===== config.mk =====
export PLATFORM = sky130hd
export DESIGN_NAME = multdiv_ctrl
export DESIGN_NICKNAME = d
export VERILOG_FILES = /design/src/rtl/multdiv_ctrl_pkg.sv /design/src/rtl/multdiv_ctrl_watchdog.sv /design/src/rtl/multdiv_ctrl.sv
export SDC_FILE = /design/constraint.sdc
export NUM_CORES = 1
export LEC_CHECK = 0
export ABC_AREA = 1
export BUFFER_PORTS_ARGS = -buffer_cell sky130_fd_sc_hd__buf_2
export CAP_MARGIN = 20
export CORE_ASPECT_RATIO = 0.8
export CORE_UTILIZATION = 35
export DETAILED_ROUTE_END_ITERATION = 10
export SYNTH_ARGS = -nofsm -noshare
export SYNTH_HDL_FRONTEND = slang
export SYNTH_SLANG_ARGS = --single-unit
export TNS_END_PERCENT = 10

===== constraint.sdc =====
create_clock -name clock -period 2.9 [get_ports clock]
set_input_delay 0.435 -clock clock [delete_from_list [all_inputs] [get_ports clock]]
set_output_delay 0.435 -clock clock [all_outputs]
set_load 0.01 [all_outputs]

===== src/rtl/multdiv_ctrl_pkg.sv =====
// Shared encodings for the multdiv issue/stall controller, reused by the hazard unit and writeback mux.
// Defaults only; the controller takes them as overridable parameters.
package multdiv_ctrl_pkg;

   typedef enum logic [1:0] {
      ST_IDLE  = 2'd0,
      ST_START = 2'd1,
      ST_WAIT  = 2'd2,
      ST_WB    = 2'd3
   } md_state_t;

   localparam int          MD_TIMEOUT_DEF    = 40;
   localparam logic [4:0]  RSTATUS_REG_DEF   = 5'd30;
   localparam logic [31:0] MULT_EXC_CODE_DEF = 32'd4;
   localparam logic [31:0] DIV_EXC_CODE_DEF  = 32'd5;

endpackage


===== src/rtl/multdiv_ctrl_watchdog.sv =====
// md_watchdog: clearable saturating cycle counter; o_expired flags the last permitted WAIT cycle.
// Registered count, combinational expiry; no backpressure.
module md_watchdog #(
   parameter int TIMEOUT = 40
) (
   input  logic clock,
   input  logic reset_n,
   input  logic i_clr,
   input  logic i_en,
   output logic o_expired
);
   localparam int CW = $clog2(TIMEOUT + 1);

   logic [CW-1:0] r_cnt;

   always_ff @(posedge clock or negedge reset_n) begin
      if (!reset_n) begin
         r_cnt <= '0;
      end else if (i_clr) begin
         r_cnt <= '0;
      end else if (i_en && (r_cnt != CW'(TIMEOUT))) begin
         r_cnt <= r_cnt + 1'b1;
      end
   end

   assign o_expired = (r_cnt == CW'(TIMEOUT - 1));

endmodule


===== src/rtl/multdiv_ctrl.sv =====
// Sequences the multi-cycle multdiv unit: latch op, pulse start, stall until ready, one writeback beat.
// Accept-to-pulse 1 cycle, RDY-to-writeback 1 cycle; pipeline is held via stall while an op is in flight.
module multdiv_ctrl
   import multdiv_ctrl_pkg::*;
#(
   parameter int          TIMEOUT       = MD_TIMEOUT_DEF,
   parameter logic [4:0]  RSTATUS_REG   = RSTATUS_REG_DEF,
   parameter logic [31:0] MULT_EXC_CODE = MULT_EXC_CODE_DEF,
   parameter logic [31:0] DIV_EXC_CODE  = DIV_EXC_CODE_DEF
) (
   input  logic        clock,
   input  logic        reset_n,
   input  logic        in_valid,
   input  logic        in_is_mult,
   input  logic        in_is_div,
   input  logic [31:0] in_opA,
   input  logic [31:0] in_opB,
   input  logic [4:0]  in_rd,
   input  logic        flush,
   input  logic [31:0] md_result,
   input  logic        md_exception,
   input  logic        md_resultRDY,
   output logic        md_ctrl_MULT,
   output logic        md_ctrl_DIV,
   output logic [31:0] md_operandA,
   output logic [31:0] md_operandB,
   output logic        stall,
   output logic        busy,
   output logic        wb_valid,
   output logic [4:0]  wb_rd,
   output logic [31:0] wb_data,
   output logic        timeout_err
);

   md_state_t   r_state, w_state_nxt;
   logic        r_is_mult;
   logic [31:0] r_opA, r_opB, r_res;
   logic [4:0]  r_rd;
   logic        r_exc;
   logic        r_terr;

   logic        w_accept, w_capture, w_set_terr, w_expired;

   assign w_accept = in_valid & (in_is_mult | in_is_div) & ~flush;

   md_watchdog #(.TIMEOUT(TIMEOUT)) u_watchdog (
      .clock     (clock),
      .reset_n   (reset_n),
      .i_clr     (r_state == ST_START),
      .i_en      (r_state == ST_WAIT),
      .o_expired (w_expired)
   );

   always_ff @(posedge clock or negedge reset_n) begin
      if (!reset_n) begin
         r_state <= ST_IDLE;
      end else begin
         r_state <= w_state_nxt;
      end
   end

   always_comb begin
      w_state_nxt  = r_state;
      w_capture    = 1'b0;
      w_set_terr   = 1'b0;
      stall        = 1'b0;
      md_ctrl_MULT = 1'b0;
      md_ctrl_DIV  = 1'b0;
      wb_valid     = 1'b0;
      wb_rd        = '0;
      wb_data      = '0;
      unique case (r_state)
         ST_IDLE: begin
            stall = w_accept;
            if (w_accept) w_state_nxt = ST_START;
         end
         ST_START: begin
            stall        = 1'b1;
            md_ctrl_MULT = ~flush & r_is_mult;
            md_ctrl_DIV  = ~flush & ~r_is_mult;
            w_state_nxt  = flush ? ST_IDLE : ST_WAIT;
         end
         ST_WAIT: begin
            stall = 1'b1;
            // flush beats RDY, RDY beats watchdog expiry
            if (flush) begin
               w_state_nxt = ST_IDLE;
            end else if (md_resultRDY) begin
               w_capture   = 1'b1;
               w_state_nxt = ST_WB;
            end else if (w_expired) begin
               w_set_terr  = 1'b1;
               w_state_nxt = ST_IDLE;
            end
         end
         ST_WB: begin
            w_state_nxt = ST_IDLE;
            if (r_exc) begin
               wb_rd   = RSTATUS_REG;
               wb_data = r_is_mult ? MULT_EXC_CODE : DIV_EXC_CODE;
            end else begin
               wb_rd   = r_rd;
               wb_data = r_res;
            end
            wb_valid = ~flush & (r_exc | (r_rd != 5'd0));
         end
         default: w_state_nxt = ST_IDLE;
      endcase
   end

   always_ff @(posedge clock or negedge reset_n) begin
      if (!reset_n) begin
         r_is_mult <= 1'b0;
         r_opA     <= '0;
         r_opB     <= '0;
         r_rd      <= '0;
         r_res     <= '0;
         r_exc     <= 1'b0;
         r_terr    <= 1'b0;
      end else begin
         if ((r_state == ST_IDLE) && w_accept) begin
            r_is_mult <= in_is_mult;
            r_opA     <= in_opA;
            r_opB     <= in_opB;
            r_rd      <= in_rd;
         end
         if (w_capture) begin
            r_res <= md_result;
            r_exc <= md_exception;
         end
         if (w_set_terr) r_terr <= 1'b1;
      end
   end

   assign md_operandA = r_opA;
   assign md_operandB = r_opB;
   assign busy        = (r_state != ST_IDLE);
   assign timeout_err = r_terr;

endmodule


# == Word-level counts from Yosys, hierarchy flattened ==
# Cells that the tools add are included.
# op_classes
reduce_logical,8
bitwise_logic,9
n_eq_ne,7
n_addsub,1
muxes,24
# op_table
operator,count
32-bit two-way mux,2
6-bit two-way mux,2
1-bit two-way mux,11
2-bit two-way mux,5
5-bit two-way mux,2
2-bit one-hot mux with 4 select lines,1
6-bit by 1-bit adder with 6-bit output (second input constant),1
6-bit equality test (second input constant),1
6-bit inequality test (second input constant),1
1-bit AND,5
5-bit nonzero test,1
2-bit equality test (second input constant),2
4-bit inequality test (second input constant),1
2-bit nonzero test,2
2-bit by 1-bit equality test with 1-bit output (second input constant),1
1-bit logical AND,2
2-bit logical NOT,1
2-bit inequality test (second input constant),1
1-bit NOT,2
1-bit bitwise OR,2
1-bit one-hot mux with 2 select lines,1
2-bit AND reduction,1
2-bit OR reduction,1
# totals
reg_bits,112
out_inout_bits,107
in_bits,109

# == Longest topological paths before layout ==
# Gate-level depths: netlist of the first run.
# depth
depth_word,5
depth_mapped,9

# == Modules after synthesis ==
# Synthesis of the first run repeated with hierarchy kept, for this count alone.
# unflattened
cells_unflattened,581
hier_area_um2,5014.8
# modules_own_cells
module,seq_area_each_um2,n_inst,area_each_um2,cells_per_inst
multdiv_ctrl,2652.5,1,4639.4,529
md_watchdog,150.1,1,375.4,52

# == Worst setup path after synthesis of the first run ==
# No wires, ideal clock.
# synth_timing
path_type,flip-flop to output port
start,register r_state[0]
end,output stall
setup_slack_ps,1005
t_arrival_ps,1460
t_required_ps,2465
path_stages_with_launch,8
path_cell_list,dfrtp_1 > inv_1 > ha_1 > inv_1 > or2_1 > buf_6 > clkbuf_2 > a21oi_1
# synth_between
elab_chain_cells,3
# synth_lines
element,line_no,rtl
from (decl),multdiv_ctrl.sv:35,"md_state_t r_state, w_state_nxt;"
from (signal assigned),multdiv_ctrl.sv:58,r_state <= w_state_nxt;
2-bit equality test / 2-bit by 1-bit equality test with 1-bit output (equally long branches),multdiv_ctrl.sv:72,unique case (r_state)
2-bit OR reduction (no source line),n/a,
1-bit one-hot mux with 2 select lines *,multdiv_ctrl.sv:72,
to (decl),multdiv_ctrl.sv:27,"output logic stall,"
# Every way passes the cells marked *; elsewhere a longest branch is shown, timed or not.

# == Worst setup path in the final report of the first run ==
# Ends and elaborated chain as after synthesis.

==> results of run 1 <==
-- registers in the layout (all words and copies together) (netlist names) --
signal	flops
md_operandA	32
md_operandB	32
r_res	32
u_watchdog.r_cnt	6
r_rd	5
r_state	2
r_exc	1
r_is_mult	1
timeout_err	1
-- cell families (layout without fill, tap and decap cells) --
| kind of cell | Yosys count | in the layout |
|---|---|---|
| buffers and inverters | 148 | 357 |
| DFF | 112 | 112 |
| and+or+nand+nor | 198 | 198 |
| AOI/OAI and AO/OA | 112 | 112 |
| other | 0 | 2 |
| adders and majority gates | 7 | 7 |
-- placed cells by master (no fill, tap or decap), types with 4 or more instances in the layout --
cell       instances
buf_2            214
o21ai_1           50
nor2_1            52
nand3_1            6
inv_1            121
dfrtp_1          112
o21ai_0           34
a21oi_1            4
o21ai_2           21
clkbuf_16          9
ha_1               7
nand2_1          134
-- worst max path at each step --
stage                           start  endpoint  slack, ns  cells past startpoint
4_1_cts        r_state[0]$_DFFE_PN0P_     stall       0.78                      6
6_report       r_state[0]$_DFFE_PN0P_     stall       0.82                      6
3_3_place_gp                    flush     stall       1.18                      6
3_5_place_dp                    flush     stall       1.14                      6
2_1_floorplan  r_state[0]$_DFFE_PN0P_     stall       1.00                      7
5_1_grt        r_state[0]$_DFFE_PN0P_     stall       0.74                      6
-- worst max-delay path, cell delays in order, from the launching register on --
cell	delay [ns]
dfrtp_1	0.41
inv_1	0.12
ha_1	0.17
inv_1	0.05
or2_4	0.26
a21oi_1	0.13
buf_2	0.16
-- cell type report --
type                       count  area [µm²]
clock inverter                 7         109
tap                          180         225
timing repair buffer         220        1150
fill                        1423        7220
multi-input combinational    317        1500
inverter                     121         454
sequential                   112        2800
antenna                        2        5.00
clock buffer                   9         225
-- where the power goes --
part           internal (mW)  switching [mW]  leakage (nW)  total [mW]
sequential              2.25           0.338          1.36        2.59
clock                  0.778           0.597         0.164        1.37
combinational          0.843            1.24          2.29        2.08
-- routing by layer --
layer,up-vias,global-route usage
met2,89,0.273
met1,1820,0.215
met3,12,0.0361
met5,-,0
met4,0,0.0546
li1,2151,-
-- through the flow --
step	total power [mW]	area [µm²]	utilization
after CTS	6.14	6470	0.473
after global routing	6.55	6480	0.473
after global placement	4.72	6140	0.448
after detailed placement	4.74	6140	0.448
after floorplan	3.87	4950	-
final	6.04	6480	0.473
==> flow_metrics.tcl, run 1 <==
set metrics [dict create \
    synthXorXnorAreaFrac 0 \
    post_synth_inst_count 577 \
    register_to_register_path_depth 7 \
    ys_top_cells_by_area "dfrtp_1 (57%), nand2_1 (10%), inv_1 (9.2%)" \
    cts_setup_buffers 0 \
    hold_buffers 0 \
    synth_enable_flop_cells 0 \
    worst_setup_path_end_kind "primary output" \
    synth_top_family_by_area "simple AND/OR/NAND/NOR gates" \
    layout-drive-gt1-share 0.330 \
    layout_worst_path_cycle_share 0.717 \
    initial_utilization 0.362 \
    synth-async-reset-ratio 1.00 \
    post-route-drc-count 0 \
    worstSkewPairLatency_ns 0.35 \
    met2_length_um 5720 \
    clk_pin_slew_worst_setup_hold_paths_ns 0.08 \
    routabilityCongestion 0.783 \
    total_die_area_mm2 0.0146 \
    regToRegStartpoint "r_state[0]$_DFFE_PN0P_" \
    cts.sinks 112 \
    placement.setup.worst_slack_ns 1.14 \
    area_growth_syn_to_layout_pct 30.7 \
    core_region_area_mm2 0.0137 \
    skew_ns 0.0132 \
    die-height_um 108 \
    p_per_area_mw_per_mm2 933 \
    grt_antenna_before_repair 2 \
    cts_tree "yes" \
    timing.max_cap.violations 0 \
    cts-buffers-inserted 9 \
    synth_cell_type_count 22 \
    minimum_period_implied_by_the_final_worst_setup_slack_ns 2.08 \
    cts.root.buffer_cell "clkbuf_16" \
    worst_r2r_endpoint "r_rd[3]$_DFFE_PN0P_" \
    synth.top_cells.by_count "nand2_1 (134), inv_1 (121), dfrtp_1 (112)" \
    post_layout_nonfiller_instances 968 \
    place.detailed.instances 950 \
    synth_warnings 0 \
    post-dp-hpwl_um 8630 \
    synth-compound-area-share 0.131 \
    grt_max_degree 141 \
    met3RoutedLength_um 487 \
    post_synth.cell_area_avg_um2 8.59 \
    detail_route.wirelength_um 11600 \
    irDropWorstVdd_uv 387 \
    route.detailed.vias_per_inst 4.21 \
    tightestPinTransition_ns 0.648 \
    io_buffers 215 \
    rows 38 \
    dieWidth_um 135 \
    fin_setup_tns_ns 0 \
    synth.largest_area_cell "dfrtp_1" \
    synthFlopType "dfrtp_1" \
    globalRouteOverflowTotal 0 \
    drtPass1Iterations 4 \
    finalWorstSetupSlack_ns 0.822 \
    worst_ep_required_time_ns 2.47 \
    via_count 4072 \
    grt_pass1_vias 3821 \
    slew-limit-headroom 0.568 \
    nNetsFinal 897 \
    yosys_register_bits 112 \
    critPathMaxFanout 4 \
    post_synth_and_or_nand_nor_area_fraction 0.154 \
    synth_most_common_cell "nand2_1" \
    global_route.usage.total 0.165 \
    critical_path_class "reg2out" \
    postSynthNetCount 693 \
    post_drt_wl_per_cell_um 12.0 \
    h_tree_levels 3 \
    pin_count 216 \
    hold_class "in2async" \
    max_freq_mhz 481 \
    muxShareOfSynthArea 0 \
    hold_viol 0 \
    reg2reg_setup_slack_ns 1.17 \
    yosys.area_share.adder 0.0177 \
    m1WireLength_um 5230 \
    post_synth_instance_area_mm2 0.00495 \
    worst_hold_slack_ns 0.103 \
    maximum_buffer_depth_of_the_clock_tree 2 \
    detailedRoute.firstIterationViolations 207 \
    slew_violations 0 \
    static-leakage-power_nw 3.82 \
    setup_viol 0 \
    postCtsResizedCells 0 \
    final_antenna_net_count 0 \
    critical_path_at_ns 1.64 \
    grt_pass1_wl_um 18800 \
    yosysSeqAreaShare 0.566 \
    post-synth-top-area-fraction 0.566 \
    rsz_0062_raised_after_global_routing "no" \
    start_kind "flop" \
    top_layer_used "met4" \
    status "completed" \
]
(Power assumes the default switching activity.)
==> inputs of run 2 (changes only) <==
--- a/config.mk
+++ b/config.mk
@@ -5,7 +5,7 @@
 export SDC_FILE = /design/constraint.sdc
 export NUM_CORES = 1
 export LEC_CHECK = 0
-export ABC_AREA = 1
+export ABC_AREA = 0
 export BUFFER_PORTS_ARGS = -buffer_cell sky130_fd_sc_hd__buf_2
 export CAP_MARGIN = 20
 export CORE_ASPECT_RATIO = 0.8
==> constraint.sdc (replaced) <==
create_clock -name clock -period 2.1 [get_ports clock]
set_input_delay 0.315 -clock clock [delete_from_list [all_inputs] [get_ports clock]]
set_output_delay 0.315 -clock clock [all_outputs]
set_load 0.01 [all_outputs]
==> flow_metrics.tcl, run 2 <==
set metrics [dict create \
    power.share.sequential 0.406 \
    synth.largest_area_cell "dfrtp_1" \
    pin_count 216 \
    h_tree_levels 3 \
    critical_path_at_ns 1.77 \
    worst_ep_required_time_ns 1.78 \
    power.net_switching_mw 2.82 \
    minimum_period_implied_by_the_final_worst_setup_slack_ns 2.08 \
    static-leakage-power_nw 3.74 \
    layout_worst_path_cycle_share 0.992 \
    final_antenna_net_count 0 \
    cts.sinks 112 \
    hold-path-endpoint "md_operandB[1]$_DFFE_PN0P_" \
    rows 38 \
    hold_start "in_opB[1]" \
    layout-drive-gt1-share 0.679 \
    worst_setup_path_end_kind "primary output" \
    post-route-drc-count 0 \
    fin_setup_tns_ns 0 \
    intPower_mw 6.26 \
    post_synth_inst_count 328 \
    share_comb_of_total_power 0.407 \
    min_path_cells 2 \
    p_per_area_mw_per_mm2 1320 \
    critPathSlowestCell "dfrtp_1" \
    slew_violations 0 \
    synth-async-reset-ratio 1.00 \
    postSynthNetCount 444 \
    irDropWorstVdd_uv 586 \
    worstSkewPairLatency_ns 0.35 \
    grt_pass1_wl_um 16900 \
    skew_ns 0.00229 \
    post-synth-top-area-fraction 0.556 \
    worst_r2r_endpoint "md_operandB[0]$_DFFE_PN0P_" \
    timing.max_cap.violations 0 \
    area_growth_syn_to_layout_pct 36.9 \
    hold_class "in2reg" \
    yosys_register_bits 112 \
    critical_path.cell_chain "buf_6 > ha_4 > nor2b_4 > buf_12 > clkbuf_16 > and2_1 > buf_2" \
    critPathMaxFanout 7 \
    detailedRoute.firstIterationViolations 91 \
    grt_antenna_before_repair 1 \
    setup_viol 0 \
    core_region_area_mm2 0.0138 \
    fillCellCount 1210 \
    tightestPinTransition_ns 0.465 \
    io_buffers 215 \
    synth_cell_type_count 33 \
    worst_hold_slack_ns 0.192 \
    hold_viol 0 \
    cp_top_family "buffers and inverters" \
    routabilityCongestion 0.788 \
    rsz_0062_raised_after_global_routing "yes" \
    globalRouteOverflowTotal 0 \
    regToRegStartpoint "r_state[0]$_DFFE_PN0P_" \
    drtPass1Iterations 4 \
    critical_path_class "reg2out" \
    synth_most_common_cell "dfrtp_1" \
    post-layout-total-power_mw 9.07 \
    register_to_register_path_depth 7 \
    leading_cell_type_in_the_layout_fill_and_taps_excluded "buf_2" \
    global_route.usage.total 0.150 \
    yosysSeqAreaShare 0.556 \
    post_synth.cell_area_avg_um2 15.4 \
    mostFrequentLayoutCells "buf_2 (201), dfrtp_1 (111), mux2_4 (69)" \
    cts.root.buffer_cell "clkbuf_16" \
    max_freq_mhz 480 \
    seq_area_mm2 0.00280 \
    via_count 3392 \
    route.detailed.vias_per_inst 4.55 \
    post-dp-hpwl_um 7950 \
    slew-limit-headroom 0.690 \
    die-height_um 109 \
    post_synth_instance_area_mm2 0.00504 \
    maximum_buffer_depth_of_the_clock_tree 2 \
    post_route_cell_area_mm2 0.00690 \
    nNetsFinal 675 \
    synthFlopType "dfrtp_1" \
    critical_path_buf_inv_count 4 \
    synth_warnings 0 \
    dieWidth_um 136 \
    cts_tree "yes" \
    total_die_area_mm2 0.0149 \
    synth.top_cells.by_count "dfrtp_1 (112), mux2_4 (69), mux2_2 (35)" \
    place.detailed.instances 716 \
    ys_top_cells_by_area "dfrtp_1 (56%), mux2_4 (21%), mux2_2 (7.8%)" \
    detail_route.wirelength_um 11400 \
    netSwitchingFraction 0.310 \
    synth_enable_flop_cells 0 \
    clock_power_share 0.187 \
    grt_pass1_vias 3406 \
    start_kind "flop" \
    initial_utilization 0.365 \
    worst_path_largest_cell_delay_ns 0.41 \
    cts-buffers-inserted 9 \
    clk_pin_slew_worst_setup_hold_paths_ns 0.07 \
    post_layout_nonfiller_instances 745 \
    status "completed" \
    placed_cell_area_mm2 0.00628 \
    reg2reg_setup_slack_ns 0.13 \
    grt_max_degree 57 \
    post_drt_wl_per_cell_um 15.3 \
    multiInputGateArea_mm2 0.00211 \
]
## run 2: layout make-up
cell class / count / area share
sequential: 112 / 0.406
clock inverter: 4 / 0.00508
timing repair buffer: 238 / 0.207
antenna: 1 / 0.000363
multi-input combinational: 190 / 0.305
tap: 180 / 0.0327
inverter: 8 / 0.00435
clock buffer: 12 / 0.0386
## run 2: worst max path at each step
stage,cells past startpoint,slack (ns),endpoint,start
after floorplan,7,0.14,stall,r_state[0]$_DFFE_PN0P_
after global placement,6,0.26,stall,r_state[0]$_DFFE_PN0P_
after detailed placement,6,0.21,md_operandA[6]$_DFFE_PN0P_,r_state[0]$_DFFE_PN0P_
after CTS,3,-0.0008,wb_valid,r_exc$_DFFE_PN0P_
after global routing,7,-0.05,wb_data[12],r_state[1]$_DFFE_PN0P_
final,7,0.02,wb_data[18],r_state[1]$_DFFE_PN0P_
## run 2: per-layer routing
layer	GRT usage	part of all wire
met5	0	0
met4	0.0706	0.020
met2	0.235	0.47
met1	0.189	0.45
met3	0.0466	0.066
## run 2: cells by family after synthesis
group	Yosys count	synth area share
buf+inv	26	0.0442
xor+xnor	4	0.00695
flops	112	0.556
fa+ha+maj	7	0.0174
mux	106	0.288
simple gates	57	0.0648
compound gates	16	0.0226
## run 2: power groups by stage
stage                     logic, mW  registers, mW  clock network (mW)
final                          3.69           3.68                1.70
after floorplan                1.94           3.90                   0
after CTS                      3.45           3.66                1.77
after detailed placement       3.38           3.68                   0
after global routing           3.98           3.80                1.88
after global placement         3.29           3.67                   0
## run 2: worst reg2reg max path: stages (launching register included)
cell     delay [ns]
dfrtp_1        0.44
inv_2          0.11
ha_4           0.14
inv_2          0.04
or3_4          0.39
buf_4          0.17
buf_12         0.21
mux2_4         0.37
## run 2: per-stage QoR
step | worst slack [ns] | util
4_1_cts | -0.000807 | 0.481
6_report | 0.0167 | 0.500
2_1_floorplan | 0.139 | -
3_3_place_gp | 0.256 | 0.456
5_1_grt | -0.0483 | 0.500
3_5_place_dp | 0.210 | 0.456
## run 2: timing repair
| action | 4_1_cts | 5_1_grt |
|---|---|---|
| resized for setup | 4 | 37 |
| endpoints found under the hold margin | 34 | 0 |
| hold buffers | 1 | 0 |
| endpoints found under the setup margin | 2 | 16 |
| pin swaps | 2 | 7 |
| cloned | 0 | 3 |
| setup buffers | 4 | 5 |
